<file path="src/rtl/hss_sample_reader_pkg.sv">
// Shared sizing constants for the HSS filter / sample reader / register-interface chain.
package hss_sample_reader_pkg;

    localparam int HSS_SAMPLE_W  = 32;
    localparam int HSS_RDR_DEPTH = 16;
    localparam int HSS_DECIM_W   = 16;

    typedef enum logic [1:0] {
        FIFO_IDLE = 2'b00,
        FIFO_POP  = 2'b01,
        FIFO_PUSH = 2'b10,
        FIFO_BOTH = 2'b11
    } fifo_op_t;

endpackage

</file>
<file path="src/rtl/hss_sync_fifo.sv">
// Single-clock FIFO with first-word fall-through read; rd_data is forced to 0 while empty.
module hss_sync_fifo
    import hss_sample_reader_pkg::*;
#(
    parameter int DATA_W = 32,
    parameter int DEPTH  = 16
) (
    input  logic                     clk,
    input  logic                     rst,
    input  logic                     push,
    input  logic [DATA_W-1:0]        wr_data,
    input  logic                     pop,
    output logic [DATA_W-1:0]        rd_data,
    output logic                     full,
    output logic                     empty,
    output logic [$clog2(DEPTH):0]   count
);
    localparam int AW = $clog2(DEPTH);

    logic [DATA_W-1:0] mem [DEPTH];
    logic [AW-1:0]     wr_ptr_reg;
    logic [AW-1:0]     rd_ptr_reg;
    logic [AW:0]       count_reg;
    logic              do_push;
    logic              do_pop;
    fifo_op_t          op;

    assign empty   = (count_reg == '0);
    assign full    = (count_reg == (AW+1)'(DEPTH));
    assign do_pop  = pop && !empty;
    // When full, a push is only legal if the head leaves on the same edge.
    assign do_push = push && (!full || do_pop);
    assign op      = fifo_op_t'({do_push, do_pop});

    always_ff @(posedge clk or posedge rst) begin
        if (rst) begin
            wr_ptr_reg <= '0;
            rd_ptr_reg <= '0;
            count_reg  <= '0;
        end else begin
            if (do_push) wr_ptr_reg <= wr_ptr_reg + AW'(1);
            if (do_pop)  rd_ptr_reg <= rd_ptr_reg + AW'(1);
            case (op)
                FIFO_PUSH: count_reg <= count_reg + (AW+1)'(1);
                FIFO_POP:  count_reg <= count_reg - (AW+1)'(1);
                default:   count_reg <= count_reg;
            endcase
        end
    end

    // Storage is intentionally not reset; stale contents are masked by the empty check.
    always_ff @(posedge clk) begin
        if (do_push) mem[wr_ptr_reg] <= wr_data;
    end

    assign rd_data = empty ? '0 : mem[rd_ptr_reg];
    assign count   = count_reg;

endmodule

</file>
<file path="src/rtl/hss_sample_reader.sv">
// Captures the free-running filter output at a programmable decimation rate into a FIFO
// that the CPU side drains through a valid/ready handshake.
module hss_sample_reader
    import hss_sample_reader_pkg::*;
#(
    parameter int DATA_W  = HSS_SAMPLE_W,
    parameter int DEPTH   = HSS_RDR_DEPTH,
    parameter int DECIM_W = HSS_DECIM_W
) (
    input  logic                     CLK,
    input  logic                     RST,
    input  logic                     en,
    input  logic [DECIM_W-1:0]       decim,
    input  logic [DATA_W-1:0]        sample_in,
    output logic                     rd_valid,
    input  logic                     rd_ready,
    output logic [DATA_W-1:0]        rd_data,
    output logic [$clog2(DEPTH):0]   count,
    output logic                     overflow,
    input  logic                     clr_ovf
);
    logic [DECIM_W-1:0] dcnt_reg;
    logic               ovf_reg;
    logic               capture;
    logic               pop;
    logic               push;
    logic               full;
    logic               empty;

    assign capture  = en && (dcnt_reg == '0);
    assign pop      = rd_valid && rd_ready;
    assign push     = capture && (!full || pop);
    assign rd_valid = !empty;

    // A new decim value is picked up only at the next reload, never mid-countdown.
    always_ff @(posedge CLK or posedge RST) begin
        if (RST) begin
            dcnt_reg <= '0;
        end else if (!en) begin
            dcnt_reg <= '0;
        end else if (dcnt_reg == '0) begin
            dcnt_reg <= decim;
        end else begin
            dcnt_reg <= dcnt_reg - DECIM_W'(1);
        end
    end

    always_ff @(posedge CLK or posedge RST) begin
        if (RST) begin
            ovf_reg <= 1'b0;
        end else if (capture && !push) begin
            ovf_reg <= 1'b1;
        end else if (clr_ovf) begin
            ovf_reg <= 1'b0;
        end
    end

    assign overflow = ovf_reg;

    hss_sync_fifo #(
        .DATA_W (DATA_W),
        .DEPTH  (DEPTH)
    ) u_fifo (
        .clk     (CLK),
        .rst     (RST),
        .push    (push),
        .wr_data (sample_in),
        .pop     (pop),
        .rd_data (rd_data),
        .full    (full),
        .empty   (empty),
        .count   (count)
    );

endmodule

</file>
<file path="config.mk">
export PLATFORM = sky130hd
export DESIGN_NAME = hss_sample_reader
export DESIGN_NICKNAME = d
export VERILOG_FILES = /design/src/rtl/hss_sample_reader_pkg.sv /design/src/rtl/hss_sync_fifo.sv /design/src/rtl/hss_sample_reader.sv
export SDC_FILE = /design/constraint.sdc
export NUM_CORES = 1
export LEC_CHECK = 0
export BUFFER_PORTS_ARGS = -buffer_cell sky130_fd_sc_hd__clkbuf_2
export CORE_UTILIZATION = 56
export DETAILED_ROUTE_END_ITERATION = 12
export GPL_TIMING_DRIVEN = 0
export PLACE_DENSITY_LB_ADDON = 0.1
export REMOVE_ABC_BUFFERS = 1
export SLEW_MARGIN = 20
export SYNTH_ARGS = -nofsm -noshare
export SYNTH_HDL_FRONTEND = slang
export SYNTH_SLANG_ARGS = --single-unit
</file>
<file path="constraint.sdc">
create_clock -name CLK -period 5.1 [get_ports CLK]
set_clock_uncertainty 0.2 [all_clocks]
set_input_delay 1.02 -clock CLK [delete_from_list [all_inputs] [get_ports CLK]]
set_output_delay 1.02 -clock CLK [all_outputs]
set_load 0.01 [all_outputs]
</file>
**Word-level counts from Yosys, hierarchy flattened**

Memories as Yosys holds them, arrays and structs flattened.
Cells that the tools add are included.

- $add $sub $neg: 5
- Reductions and logical operators: 15
- Equal/unequal tests: 3
- Multiplexer cells: 8

Operator list:

| kind | count |
|---|---|
| 16-bit 2-to-1 mux | 2 |
| 32-bit 2-to-1 mux | 1 |
| 16-bit logical NOT | 1 |
| 16-bit by 1-bit subtractor with 16-bit output, second input constant | 1 |
| 5-bit one-hot mux with 2 select lines | 1 |
| 4-bit by 1-bit adder with 4-bit output, second input constant | 2 |
| 1-bit logical AND | 6 |
| 5-bit by 1-bit adder with 5-bit output, second input constant | 1 |
| 5-bit == test, second input constant | 1 |
| 5-bit logical NOT | 1 |
| 5-bit by 1-bit subtractor with 5-bit output, second input constant | 1 |
| 1-bit 2-to-1 mux | 4 |
| 2-bit nonzero test | 2 |
| 1-bit logical NOT | 3 |
| 2-bit by 1-bit == test with 1-bit output, second input constant | 1 |
| 2-bit == test, second input constant | 1 |
| 1-bit logical OR | 2 |

- Word-level logic and storage cells: 37
- Output and inout bits: 39
- Register bits after elaboration: 30
- Bits in writable memories: 512
- Memories kept: 1
- Bits of input ports: 53

Memories:

| name | words | width | rd ports | clocked after Yosys merged registers in | write ports | RTL line | text |
|---|---|---|---|---|---|---|---|
| u_fifo.mem | 16 | 32 | 1 | 0 | 1 | hss_sync_fifo.sv:20 | `logic [DATA_W-1:0] mem [DEPTH];` |

**Logic depth before layout (Yosys ltp)**

Gate-level depths: netlist of the first run.

- Depth in word-level cells: 8
- Mapped depth: 14

**Modules after synthesis**

Synthesis of the first run repeated with hierarchy kept, for this count alone.

- Cell total of the unflattened synthesis: 1001
- Area, all modules: 21371.7 um^2

By module, submodules not included:

| module | area an instance (um^2) | cells each | instances |
|---|---|---|---|
| hss_sync_fifo | 20282.0 | 890 | 1 |
| hss_sample_reader | 1089.8 | 111 | 1 |

**Worst setup path after synthesis of the first run**

Ideal clock, no wire load.

- Kind: flip-flop to flip-flop
- Start: register dcnt_reg[6]
- End: memory u_fifo.mem[15][0] (enable)
- Data required time: 4.479 ns
- Arrival time: 3.588 ns
- Path slack: 0.891 ns
- Period minus slack after synthesis: 4.209 ns
- Stages on the path, launching flop included: 8
- Path through: dfrtp_1 > or4_1 > buf_2 > or4_1 > buf_2 > or3b_1 > clkbuf_1 > nor2_1

- Longest elaborated chain between the ends: 6

Ends and longest elaborated chain:

| what | RTL line | text |
|---|---|---|
| from (decl) | hss_sample_reader.sv:22 | `logic [DECIM_W-1:0] dcnt_reg;` |
| from (signal assigned) | hss_sample_reader.sv:42 | `dcnt_reg <= decim;` |
| from (signal assigned) | hss_sample_reader.sv:44 | `dcnt_reg <= dcnt_reg - DECIM_W'(1);` |
| 16-bit logical NOT | hss_sample_reader.sv:30 | `assign capture = en && (dcnt_reg == '0);` |
| 1-bit logical AND | hss_sample_reader.sv:30 |  |
| 1-bit logical AND | hss_sample_reader.sv:32 | `assign push = capture && (!full \|\| pop);` |
| 1-bit logical AND | hss_sync_fifo.sv:32 | `assign do_push = push && (!full \|\| do_pop);` |
| 1-bit 2-to-1 mux | hss_sync_fifo.sv:53 | `if (do_push) mem[wr_ptr_reg] <= wr_data;` |
| 1-bit 2-to-1 mux (implied by the code) | hss_sync_fifo.sv:53 |  |
| to (decl) | hss_sync_fifo.sv:20 |  |

Every way passes these cells.

**Worst setup path in the final report of the first run**

- Start: register u_fifo.rd_ptr_reg[1]
- End: output port rd_data[2]

- Longest elaborated chain between the ends: 2

Ends and longest elaborated chain:

| what | RTL line | text |
|---|---|---|
| from (decl) | hss_sync_fifo.sv:22 | `logic [AW-1:0] rd_ptr_reg;` |
| from (signal assigned) | hss_sync_fifo.sv:42 | `if (do_pop) rd_ptr_reg <= rd_ptr_reg + AW'(1);` |
| memory 16 x 32 bit | n/a |  |
| 32-bit 2-to-1 mux | hss_sync_fifo.sv:56 | `assign rd_data = empty ? '0 : mem[rd_ptr_reg];` |
| to (decl) | hss_sample_reader.sv:17 | `output logic [DATA_W-1:0] rd_data,` |

Every way passes these cells.

==> results.tsv, run 1 <==
stage	metric	value	unit
clock_tree	clk buf depth	3	
sta	Slew Limit Fails	0	
final_layout	# nets final	1181	
min_path	hold crit path type	flop to flop	
synth	most frequent cells after synthesis	512 x edfxtp_1, 128 x mux4_2, 43 x clkbuf_1, 34 x mux2_2, 33 x nor2b_1	
routing	1st-iter DRT viols	763	
clock_tree	CTS tree	yes	
run	max_cap viols	0	
final_layout	max FFs per register	512	
synth	leading area contributor after synthesis	edfxtp_1	
min_path	Min-Delay Path Depth	1	
synth	register area share after synthesis	0.761	
clock_tree	htree depth	2	
die	std cell rows	70	
pwr	Pwr per Cell Area	523	nW/um^2
sta	RSZ-0062 raised after global routing	no	
synth	Yosys reg bits	542	
sta	final hold violation count	0	
synth	Syn. warnings	0	
clock_tree	Worst-path clk slew	60	ps
final_layout	Area growth syn-to-layout	16.8	%
routing	WL/cell	25.7	um
worst_setup_path	RR Startpoint	dcnt_reg[0]$_DFF_PP0_	
worst_setup_path	CP Data Arrival Time	3400	ps
global_routing	gr usage total	0.233	
routing	WL final	42800	um
sta	hold slack final	297	ps
final_layout	Final Cell Area	24800	um^2
placement	DP Wirelength	25600	um
min_path	hold path startpoint	u_fifo.wr_ptr_reg[3]$_DFFE_PP0P_	
clock_tree	post-CTS setup buffers	0	
sta	Max Clk Rate	217	MHz
routing	vias per inst	6.08	
routing	vias	10100	
pwr	worst vdd ir	0.374	mV
die	initial core utilization	0.574	
pwr	leak pwr	0.00806	uW
die	io pins	92	
sta	Worst-Margin Slew	1020	ps
synth	Post-synth EDFFs	512	
placement	DP Area	23000	um^2
die	Die ar.	38600	um^2
outcome	status	complete, no violations	
global_routing	global-route wire length before repair	65200	um
sta	Finish-stage setup viols	0	
die	Die H	197	um
sta	Setup TNS Final	0	ps
worst_setup_path	crit-path max FO	34	
clock_tree	# resized after CTS	0	
synth	most frequent cell after synthesis	edfxtp_1	
synth	Syn Inst Count	990	
clock_tree	CTS Sinks	542	
worst_setup_path	flop-to-flop setup slack	560	ps
worst_setup_path	WS Path Type	flop to output port	
synth	Yosys cell types	48	
placement	Routability Congestion	0.767	
synth	Mapped Area	21200	um^2
synth	post-synth top area share	0.725	
worst_setup_path	Worst R2R Path Depth	7	
worst_setup_path	crit start category	flop	
pwr	Total Power	12900	uW
final_layout	layout cells sized above 1	0.345	
global_routing	GR peak layer	met2	
min_path	Hold Path Sink	u_fifo.wr_ptr_reg[3]$_DFFE_PP0P_	
global_routing	gr ovfl total	0	
sta	slew margin rel.	0.318	
clock_tree	Post-CTS Hold Fix Bufs	0	
die	Die X	197	um
placement	PortBufs	91	
global_routing	GR Layer Usage met2	0.375	
synth	Async S/R FF share, synth	0.0554	
global_routing	initial antenna violation count	0	
global_routing	met1 capacity usage during global routing	0.335	
global_routing	met3 Resource Use GR	0.0334	
clock_tree	worst-skew pair later-pin latency	580	ps
global_routing	largest net degree at the start of global routing	47	
clock_tree	cts bufs inserted	53	
worst_setup_path	r2r endpoint	u_fifo.mem[13][16]$_DFFE_PP_	
routing	post-route ant nets	0	
routing	drt first pass iters	5	
sta	crit share post-route	0.905	
final_layout	antenna fix cells	0	
clock_tree	CTS root buffer	clkbuf_16	
synth	most common flop cell mapped by yosys	edfxtp_1	
routing	DRC Markers	0	
synth	mean post-synth cell area	21.4	um^2
worst_setup_path	CP Capture Type	output port	
synth	Synth area leaders	edfxtp_1 73%, mux4_2 14%, dfrtp_1 3.5%	
sta	Final Critical Period	4620	ps
die	core area	37000	um^2
global_routing	vias in the first global route	10600	
worst_setup_path	required time worst endpoint	3880	ps
logic make-up after synthesis:
family | Yosys count | synth area share
muxes | 163 | 0.155
and+or+nand+nor | 113 | 0.0296
xor gates and xnor gates | 21 | 0.00868
AOI/OAI and AO/OA | 73 | 0.0277
buffers and inverters | 67 | 0.0120
adders and majority gates | 11 | 0.00649
DFF | 542 | 0.761
through the flow:
stage	utilization	std cells	worst slack [ps]
final	0.670	1665	484
after global routing	0.670	1665	294
after CTS	0.670	1665	398
after detailed placement	0.623	1566	564
after global placement	0.597	1527	-3740
after floorplan	-	932	-1350
cell type report:
class / instances / area [um^2]
Clock buffer: 61 / 1370
Clock inverter: 38 / 362
Fill cell: 2457 / 12200
Inverter: 9 / 33.8
Multi-Input combinational cell: 381 / 4950
Sequential cell: 542 / 16100
Tap cell: 504 / 631
Timing Repair Buffer: 130 / 1270
worst max path at each step:
stage | from | end | slack, ps | cells after the start
floorplan | u_fifo.rd_ptr_reg[1]$_DFFE_PP0P_ | rd_data[30] | -1350 | 3
global placement | u_fifo.rd_ptr_reg[3]$_DFFE_PP0P_ | rd_data[24] | -3740 | 4
detailed placement | dcnt_reg[0]$_DFF_PP0_ | u_fifo.mem[14][23]$_DFFE_PP_ | 560 | 7
CTS | u_fifo.rd_ptr_reg[1]$_DFFE_PP0P_ | rd_data[2] | 400 | 7
global route | u_fifo.rd_ptr_reg[1]$_DFFE_PP0P_ | rd_data[2] | 290 | 7
finish | u_fifo.rd_ptr_reg[1]$_DFFE_PP0P_ | rd_data[2] | 480 | 7
layer usage:
| metal | part of all wire | vias up |
|---|---|---|
| met4 | 0.022 | 0 |
| met3 | 0.053 | 63 |
| met2 | 0.49 | 317 |
| met1 | 0.43 | 5325 |
| li1 | - | 4416 |
| met5 | 0 | - |
worst max-delay path: stages, from the launching register on:
cell,delay (ps)
dfrtp_4,700
buf_12,290
buf_12,260
buf_16,260
mux4_2,550
mux2_2,280
a221o_1,300
clkbuf_2,130
report_power, final:
part / internal, uW / leakage [uW] / total [uW] / switching [uW]
combinational: 1980 / 0.00222 / 3810 / 1840
clock: 2230 / 0.000852 / 3850 / 1620
sequential: 5030 / 0.00498 / 5290 / 256
layout by cell type (no fill, tap or decap), types with 5 or more instances in the layout:
master	count
edfxtp_1	512
mux4_2	128
clkbuf_2	91
clkbuf_16	53
mux2_2	34
nor2b_1	32
a221o_1	32
dfrtp_1	27
nor2_4	17
buf_12	16
clkinv_2	15
buf_16	15
o21ai_0	13
clkinv_1	12
nor2_1	12
xor2_1	11
ha_1	11
xnor2_1	10
nand2_1	10
a21oi_1	8
inv_1	7
clkbuf_1	7
a211oi_1	6
nand3_1	6
bufinv_16	6
or4_1	5
nor3_1	5
buf_4	5
Power figures use the tool's default switching activity.
==> inputs of run 2 (changes only) <==
--- a/config.mk
+++ b/config.mk
@@ -7,6 +7,7 @@
 export LEC_CHECK = 0
 export BUFFER_PORTS_ARGS = -buffer_cell sky130_fd_sc_hd__clkbuf_2
 export CORE_UTILIZATION = 56
+export CTS_BUF_LIST = sky130_fd_sc_hd__clkbuf_2 sky130_fd_sc_hd__clkbuf_4 sky130_fd_sc_hd__clkbuf_8
 export DETAILED_ROUTE_END_ITERATION = 12
 export GPL_TIMING_DRIVEN = 0
 export PLACE_DENSITY_LB_ADDON = 0.1
==> constraint.sdc (replaced) <==
create_clock -name CLK -period 5.3 [get_ports CLK]
set_clock_uncertainty 0.2 [all_clocks]
set_input_delay 1.06 -clock CLK [delete_from_list [all_inputs] [get_ports CLK]]
set_output_delay 1.06 -clock CLK [all_outputs]
set_load 0.01 [all_outputs]
==> results.tsv, run 2 (synthesis gave the netlist of run 1 again) <==
stage	metric	value	unit	change
pwr	sw frac	0.292		+0.00520
placement	DP Wirelength	25600	um	unchanged
pwr	Internal	8610	uW	-6.8%
routing	vias	10300		+1.7%
final_layout	max FFs per register	512		unchanged
min_path	hold crit path type	flop to flop		
die	Die ar.	38600	um^2	unchanged
global_routing	global-route wire length before repair	65400	um	+0.28%
final_layout	commonest non-fill, non-tap cell in the layout	edfxtp_1		
worst_setup_path	CP Capture Type	output port		
sta	Worst-Margin Slew	999	ps	-24.7 ps
die	initial core utilization	0.574		unchanged
routing	post-route ant nets	0		unchanged
worst_setup_path	crit start category	flop		
placement	DP Worst Slack	764	ps	+200 ps
sta	crit share post-route	0.882		
final_layout	# nets final	1213		+2.7%
worst_setup_path	WS Path Type	flop to output port		
clock_tree	clk buf depth	3		unchanged
worst_setup_path	CP Data Arrival Time	3420	ps	+20 ps
die	io pins	92		unchanged
clock_tree	CTS tree	yes		
routing	1st-iter DRT viols	725		-5.0%
pwr	Total Power	12200	uW	-6.1%
die	core area	37000	um^2	unchanged
final_layout	Non-Filler Instances	1713		+2.9%
run	max_cap viols	0		unchanged
sta	hold slack final	292	ps	-4.96 ps
worst_setup_path	crit-path max FO	34		unchanged
placement	placed insts	1566		unchanged
final_layout	commonest cells after routing, fill and taps aside	512 x edfxtp_1, 128 x mux4_2, 91 x clkbuf_2, 90 x clkbuf_8, 34 x mux2_2		
sta	Final Critical Period	4680	ps	
sta	RSZ-0062 raised after global routing	no		
die	std cell rows	70		unchanged
clock_tree	htree depth	3		+1
clock_tree	worst-skew pair later-pin latency	620	ps	+40 ps
pwr	Sequential Power Share	0.419		+0.011
sta	Max Clk Rate	214	MHz	
pwr	worst vdd ir	0.371	mV	-0.65%
sta	Final Worst Setup Slack	625	ps	+141 ps
clock_tree	post-CTS setup buffers	0		unchanged
global_routing	vias in the first global route	10900		+2.4%
die	Die X	197	um	unchanged
global_routing	largest net degree at the start of global routing	47		unchanged
placement	Routability Congestion	0.767		unchanged
global_routing	initial antenna violation count	0		unchanged
clock_tree	CTS root buffer	clkbuf_8		
sta	final hold violation count	0		unchanged
clock_tree	# resized after CTS	0		unchanged
outcome	status	complete, no violations		
die	Die H	197	um	unchanged
routing	vias per inst	6.01		-1.2%
pwr	leak pwr	0.00806	uW	about the same
final_layout	Area growth syn-to-layout	16.4	%	
final_layout	fill count	2491		+1.4%
clock_tree	cts bufs inserted	85		+60%
global_routing	gr usage total	0.234		+0.00118
final_layout	Reg area	16100	um^2	unchanged
sta	Finish-stage setup viols	0		unchanged
final_layout	Multi-input gate area	4950	um^2	unchanged
sta	Slew Limit Fails	0		unchanged
pwr	clock share of power	0.280		-0.017
clock_tree	CTS Sinks	542		unchanged
routing	WL/cell	25.1	um	-2.2%
clock_tree	Worst-path clk slew	60	ps	about the same
routing	drt first pass iters	5		unchanged
routing	DRC Markers	0		unchanged
worst_setup_path	required time worst endpoint	4040	ps	+160 ps
final_layout	layout cells sized above 1	0.370		+0.0243
sta	slew margin rel.	0.334		+0.0164
final_layout	antenna fix cells	0		unchanged
clock_tree	Post-CTS Hold Fix Bufs	0		unchanged
global_routing	gr ovfl total	0		unchanged
placement	PortBufs	91		unchanged
final_layout	Final Util	0.667		-0.00230
routing	WL final	43100	um	+0.59%
pwr	Pwr per Cell Area	493	nW/um^2	-5.8%
pwr	Switch Pwr	3550	uW	-4.4%
pwr	Comb power frac	0.301		+0.006
-- run 2: cell count changes in the layout (fill, tap and decap cells not counted), moves of 3 or more --
| cell | change |
|---|---|
| clkbuf_16 | -53 |
| clkinv_1 | +9 |
| clkinv_2 | -8 |
| clkbuf_8 | +89 |
| clkbuf_4 | +22 |
| bufinv_16 | -3 |
| clkbuf_1 | -7 |
-- run 2: worst paths after layout --
| path | startpoint | cells past startpoint | to | slack, ps |
|---|---|---|---|---|
| max in group asynchronous | RST | 2 | u_fifo.rd_ptr_reg[1]$_DFFE_PP0P_ | 4080 |
| setup / recovery | u_fifo.rd_ptr_reg[1]$_DFFE_PP0P_ | 7 | rd_data[26] | 620 |
| min in group asynchronous | RST | 2 | dcnt_reg[9]$_DFF_PP0_ | 320 |
| hold / removal | u_fifo.wr_ptr_reg[3]$_DFFE_PP0P_ | 1 | u_fifo.wr_ptr_reg[3]$_DFFE_PP0P_ | 290 |
| setup reg to reg | dcnt_reg[0]$_DFF_PP0_ | 7 | u_fifo.mem[13][23]$_DFFE_PP_ | 780 |
| hold reg to reg | u_fifo.wr_ptr_reg[3]$_DFFE_PP0P_ | 1 | u_fifo.wr_ptr_reg[3]$_DFFE_PP0P_ | 290 |
-- run 2: routing by layer --
metal / part of all wire / vias to the layer above / GRT usage
li1: - / 4477 / -
met1: 0.43 / 5428 / 0.331
met2: 0.49 / 330 / 0.373
met3: 0.056 / 58 / 0.0433
met4: 0.020 / 0 / 0.0770
met5: 0 / - / 0
-- run 2: metrics by stage --
stage | area [um^2] | TNS, ps
2_1_floorplan | 21000 | -37310
3_3_place_gp | 22100 | -757990
3_5_place_dp | 23000 | 0
4_1_cts | 24700 | 0
5_1_grt | 24700 | 0
6_report | 24700 | 0
-- run 2: final cells by class --
cell class,count,area share
clock buffers,112,0.0569
repair buffers,130,0.0515
well taps,504,0.0256
flip-flops and latches,542,0.654
multi-input cells,381,0.201
inverters,9,0.00137
clock inverters,35,0.00969
-- run 2: power by group through the flow --
stage                     clock (uW)  sequential [uW]  combinational [uW]
after floorplan                    0             5410                2450
after global placement             0             5630                3370
after detailed placement           0             5180                3730
after CTS                       3480             5090                3740
after global routing            3670             5120                3960
final                           3410             5090                3660
-- run 2: critical path, cell delays in order (launching register included) --
cell and delay (ps):
dfrtp_4 700, buf_12 290, buf_12 250, buf_16 260
mux4_2 550, mux2_2 280, a221o_1 290, clkbuf_2 130
==> inputs of run 3 (changes only) <==
--- a/config.mk
+++ b/config.mk
@@ -11,6 +11,7 @@
 export DETAILED_ROUTE_END_ITERATION = 12
 export GPL_TIMING_DRIVEN = 0
 export PLACE_DENSITY_LB_ADDON = 0.1
+export RECOVER_POWER = 100
 export REMOVE_ABC_BUFFERS = 1
 export SLEW_MARGIN = 20
 export SYNTH_ARGS = -nofsm -noshare
==> constraint.sdc (replaced) <==
create_clock -name CLK -period 4.4 [get_ports CLK]
set_clock_uncertainty 0.2 [all_clocks]
set_input_delay 0.88 -clock CLK [delete_from_list [all_inputs] [get_ports CLK]]
set_output_delay 0.88 -clock CLK [all_outputs]
set_load 0.01 [all_outputs]
==> results.tsv, run 3 (synthesis gave the netlist of run 1 again) <==
stage	metric	value	unit	change
worst_setup_path	CP Data Arrival Time	4290	ps	+870 ps
sta	Final Critical Period	4200	ps	
pwr	Switch Pwr	4290	uW	+21%
routing	1st-iter DRT viols	684		-5.7%
final_layout	Non-Filler Instances	1731		+1.1%
pwr	worst vdd ir	0.458	mV	+23%
pwr	Internal	10300	uW	+20%
global_routing	vias in the first global route	11000		+0.84%
routing	DRC Markers	0		unchanged
routing	drt first pass iters	5		unchanged
worst_setup_path	buffers and inverters on the worst path	3		-1
pwr	sw frac	0.294		+0.00191
die	Die X	197	um	unchanged
worst_setup_path	crit-path cells	inv_1, ha_1, or3b_2, or4_4, or3_1, nor2_4, buf_16, buf_4		
clock_tree	Worst-path clk slew	60	ps	about the same
clock_tree	cts bufs inserted	85		unchanged
min_path	hold crit path type	input port to flop		
global_routing	gr usage total	0.237		+0.00314
pwr	leak pwr	0.00787	uW	-2.3%
worst_setup_path	CP Capture Type	flop		
run	max_cap viols	0		unchanged
routing	vias per inst	5.99		-0.30%
placement	DP Area	23000	um^2	unchanged
worst_setup_path	RR Startpoint	dcnt_reg[0]$_DFF_PP0_		
worst_setup_path	required time worst endpoint	4480	ps	+440 ps
worst_setup_path	Slowest-stage cell, CP	or3_1		
final_layout	Area growth syn-to-layout	15.2	%	
outcome	status	complete, no violations		
min_path	Hold Path Sink	overflow$_DFFE_PP0P_		
placement	Routability Congestion	0.767		unchanged
sta	Worst-Margin Slew	1190	ps	+188 ps
placement	placed insts	1566		unchanged
pwr	Comb power frac	0.303		+0.002
pwr	clock share of power	0.282		+0.002
worst_setup_path	crit-path max FO	34		unchanged
global_routing	global-route wire length before repair	66100	um	+1.1%
min_path	hold path startpoint	clr_ovf		
sta	Setup TNS Final	0	ps	unchanged
global_routing	initial antenna violation count	1		+1
die	std cell rows	70		unchanged
placement	DP Wirelength	25600	um	unchanged
final_layout	# nets final	1231		+1.5%
routing	vias	10400		+0.75%
worst_setup_path	Worst R2R Path Depth	8		+1
final_layout	Final Cell Area	24400	um^2	-1.0%
clock_tree	CTS root buffer	clkbuf_8		
die	io pins	92		unchanged
sta	RSZ-0062 raised after global routing	no		
worst_setup_path	Crit. Startpoint	dcnt_reg[0]$_DFF_PP0_		
routing	WL/cell	25.2	um	+0.44%
sta	slew margin rel.	0.208		-0.126
sta	final hold violation count	0		unchanged
placement	PortBufs	91		unchanged
clock_tree	worst-skew pair later-pin latency	620	ps	about the same
clock_tree	CTS Sinks	542		unchanged
sta	Final Worst Setup Slack	196	ps	-429 ps
final_layout	layout cells sized above 1	0.317		-0.0527
pwr	Pwr per Cell Area	598	nW/um^2	+21%
worst_setup_path	WS Path Type	flop to flop		
die	Die ar.	38600	um^2	unchanged
sta	Max Clk Rate	238	MHz	
die	initial core utilization	0.574		unchanged
die	core area	37000	um^2	unchanged
sta	crit share post-route	0.955		
worst_setup_path	flop-to-flop setup slack	200	ps	-580 ps
routing	post-route ant nets	0		unchanged
final_layout	antenna fix cells	0		unchanged
final_layout	commonest non-fill, non-tap cell in the layout	edfxtp_1		
global_routing	gr ovfl total	0		unchanged
clock_tree	clk buf depth	3		unchanged
sta	Slew Limit Fails	0		unchanged
sta	Finish-stage setup viols	0		unchanged
sta	hold slack final	252	ps	-40.5 ps
min_path	Min-Delay Path Depth	2		+1
worst_setup_path	crit start category	flop		
global_routing	largest net degree at the start of global routing	47		unchanged
worst_setup_path	r2r endpoint	u_fifo.mem[6][11]$_DFFE_PP_		
die	Die H	197	um	unchanged
worst_setup_path	slowest stage delay, CP	700	ps	about the same
pwr	Sequential Power Share	0.416		-0.003
clock_tree	CTS tree	yes		
clock_tree	htree depth	3		unchanged
placement	DP Worst Slack	-136	ps	-900 ps
routing	WL final	43700	um	+1.5%
final_layout	commonest cells after routing, fill and taps aside	512 x edfxtp_1, 128 x mux4_2, 90 x clkbuf_8, 68 x clkbuf_1, 44 x clkbuf_2		
final_layout	max FFs per register	512		unchanged
worst_setup_path	Top delay family on crit path	simple AND/OR/NAND/NOR gates		
run 3: changes by cell type in the layout (fill, tap and decap cells not counted), moves of 6 or more:
| cell | before | now |
|---|---|---|
| buf_16 | 15 | 9 |
| buf_4 | 5 | 11 |
| clkbuf_1 | 0 | 68 |
| clkbuf_2 | 91 | 44 |
| nor2_1 | 12 | 18 |
| nor2_4 | 17 | 9 |
run 3: final cells by class:
class                           count  area, um^2
Sequential cell                   542       16100
Fill cell                        2545       12500
Multi-Input combinational cell    381        4890
Clock buffer                      112        1400
Timing Repair Buffer              148        1080
Tap cell                          504         631
Clock inverter                     35         239
Inverter                            9        33.8
run 3: how the worst max path moves through the flow:
stage | to | slack (ps) | cells past startpoint
floorplan | rd_data[30] | -1910 | 3
global placement | rd_data[24] | -4300 | 4
detailed placement | u_fifo.mem[14][23]$_DFFE_PP_ | -140 | 7
CTS | rd_data[1] | 170 | 7
global route | u_fifo.mem[6][11]$_DFFE_PP_ | 40 | 8
finish | u_fifo.mem[6][11]$_DFFE_PP_ | 200 | 8
run 3: worst reg2reg max path, cell delays in order (launching register included):
cell and delay, ps:
dfrtp_1 410, inv_1 90, ha_1 210, or3b_2 480, or4_4 680, or3_1 710
nor2_4 550, buf_16 230, buf_4 300
run 3: power groups by stage:
stage               clock network [uW]  registers (uW)  logic, uW
global route                      4420            6110       4780
finish                            4120            6070       4420
detailed placement                   0            6240       4490
floorplan                            0            6510       2950
global placement                     0            6710       3790
CTS                               4190            6080       4630
run 3: stage by stage:
stage	total power, uW	utilization
final	14600	0.661
after global placement	10500	0.597
after detailed placement	10700	0.623
after CTS	14900	0.672
after floorplan	9470	-
after global routing	15300	0.661
run 3: timing repair:
action | in CTS | in global routing
setup buffers | 18 | 0
endpoints found under the hold margin | 0 | 0
hold buffers | 0 | 0
endpoints found under the setup margin | 223 | 0
resized for setup | 2 | 0
run 3: routing by layer:
layer | up-vias | share of wire | global-route usage
li1 | 4510 | - | -
met1 | 5484 | 0.44 | 0.335
met2 | 309 | 0.49 | 0.375
met3 | 65 | 0.053 | 0.0448
met4 | 2 | 0.021 | 0.0845
met5 | - | 0.00030 | 0
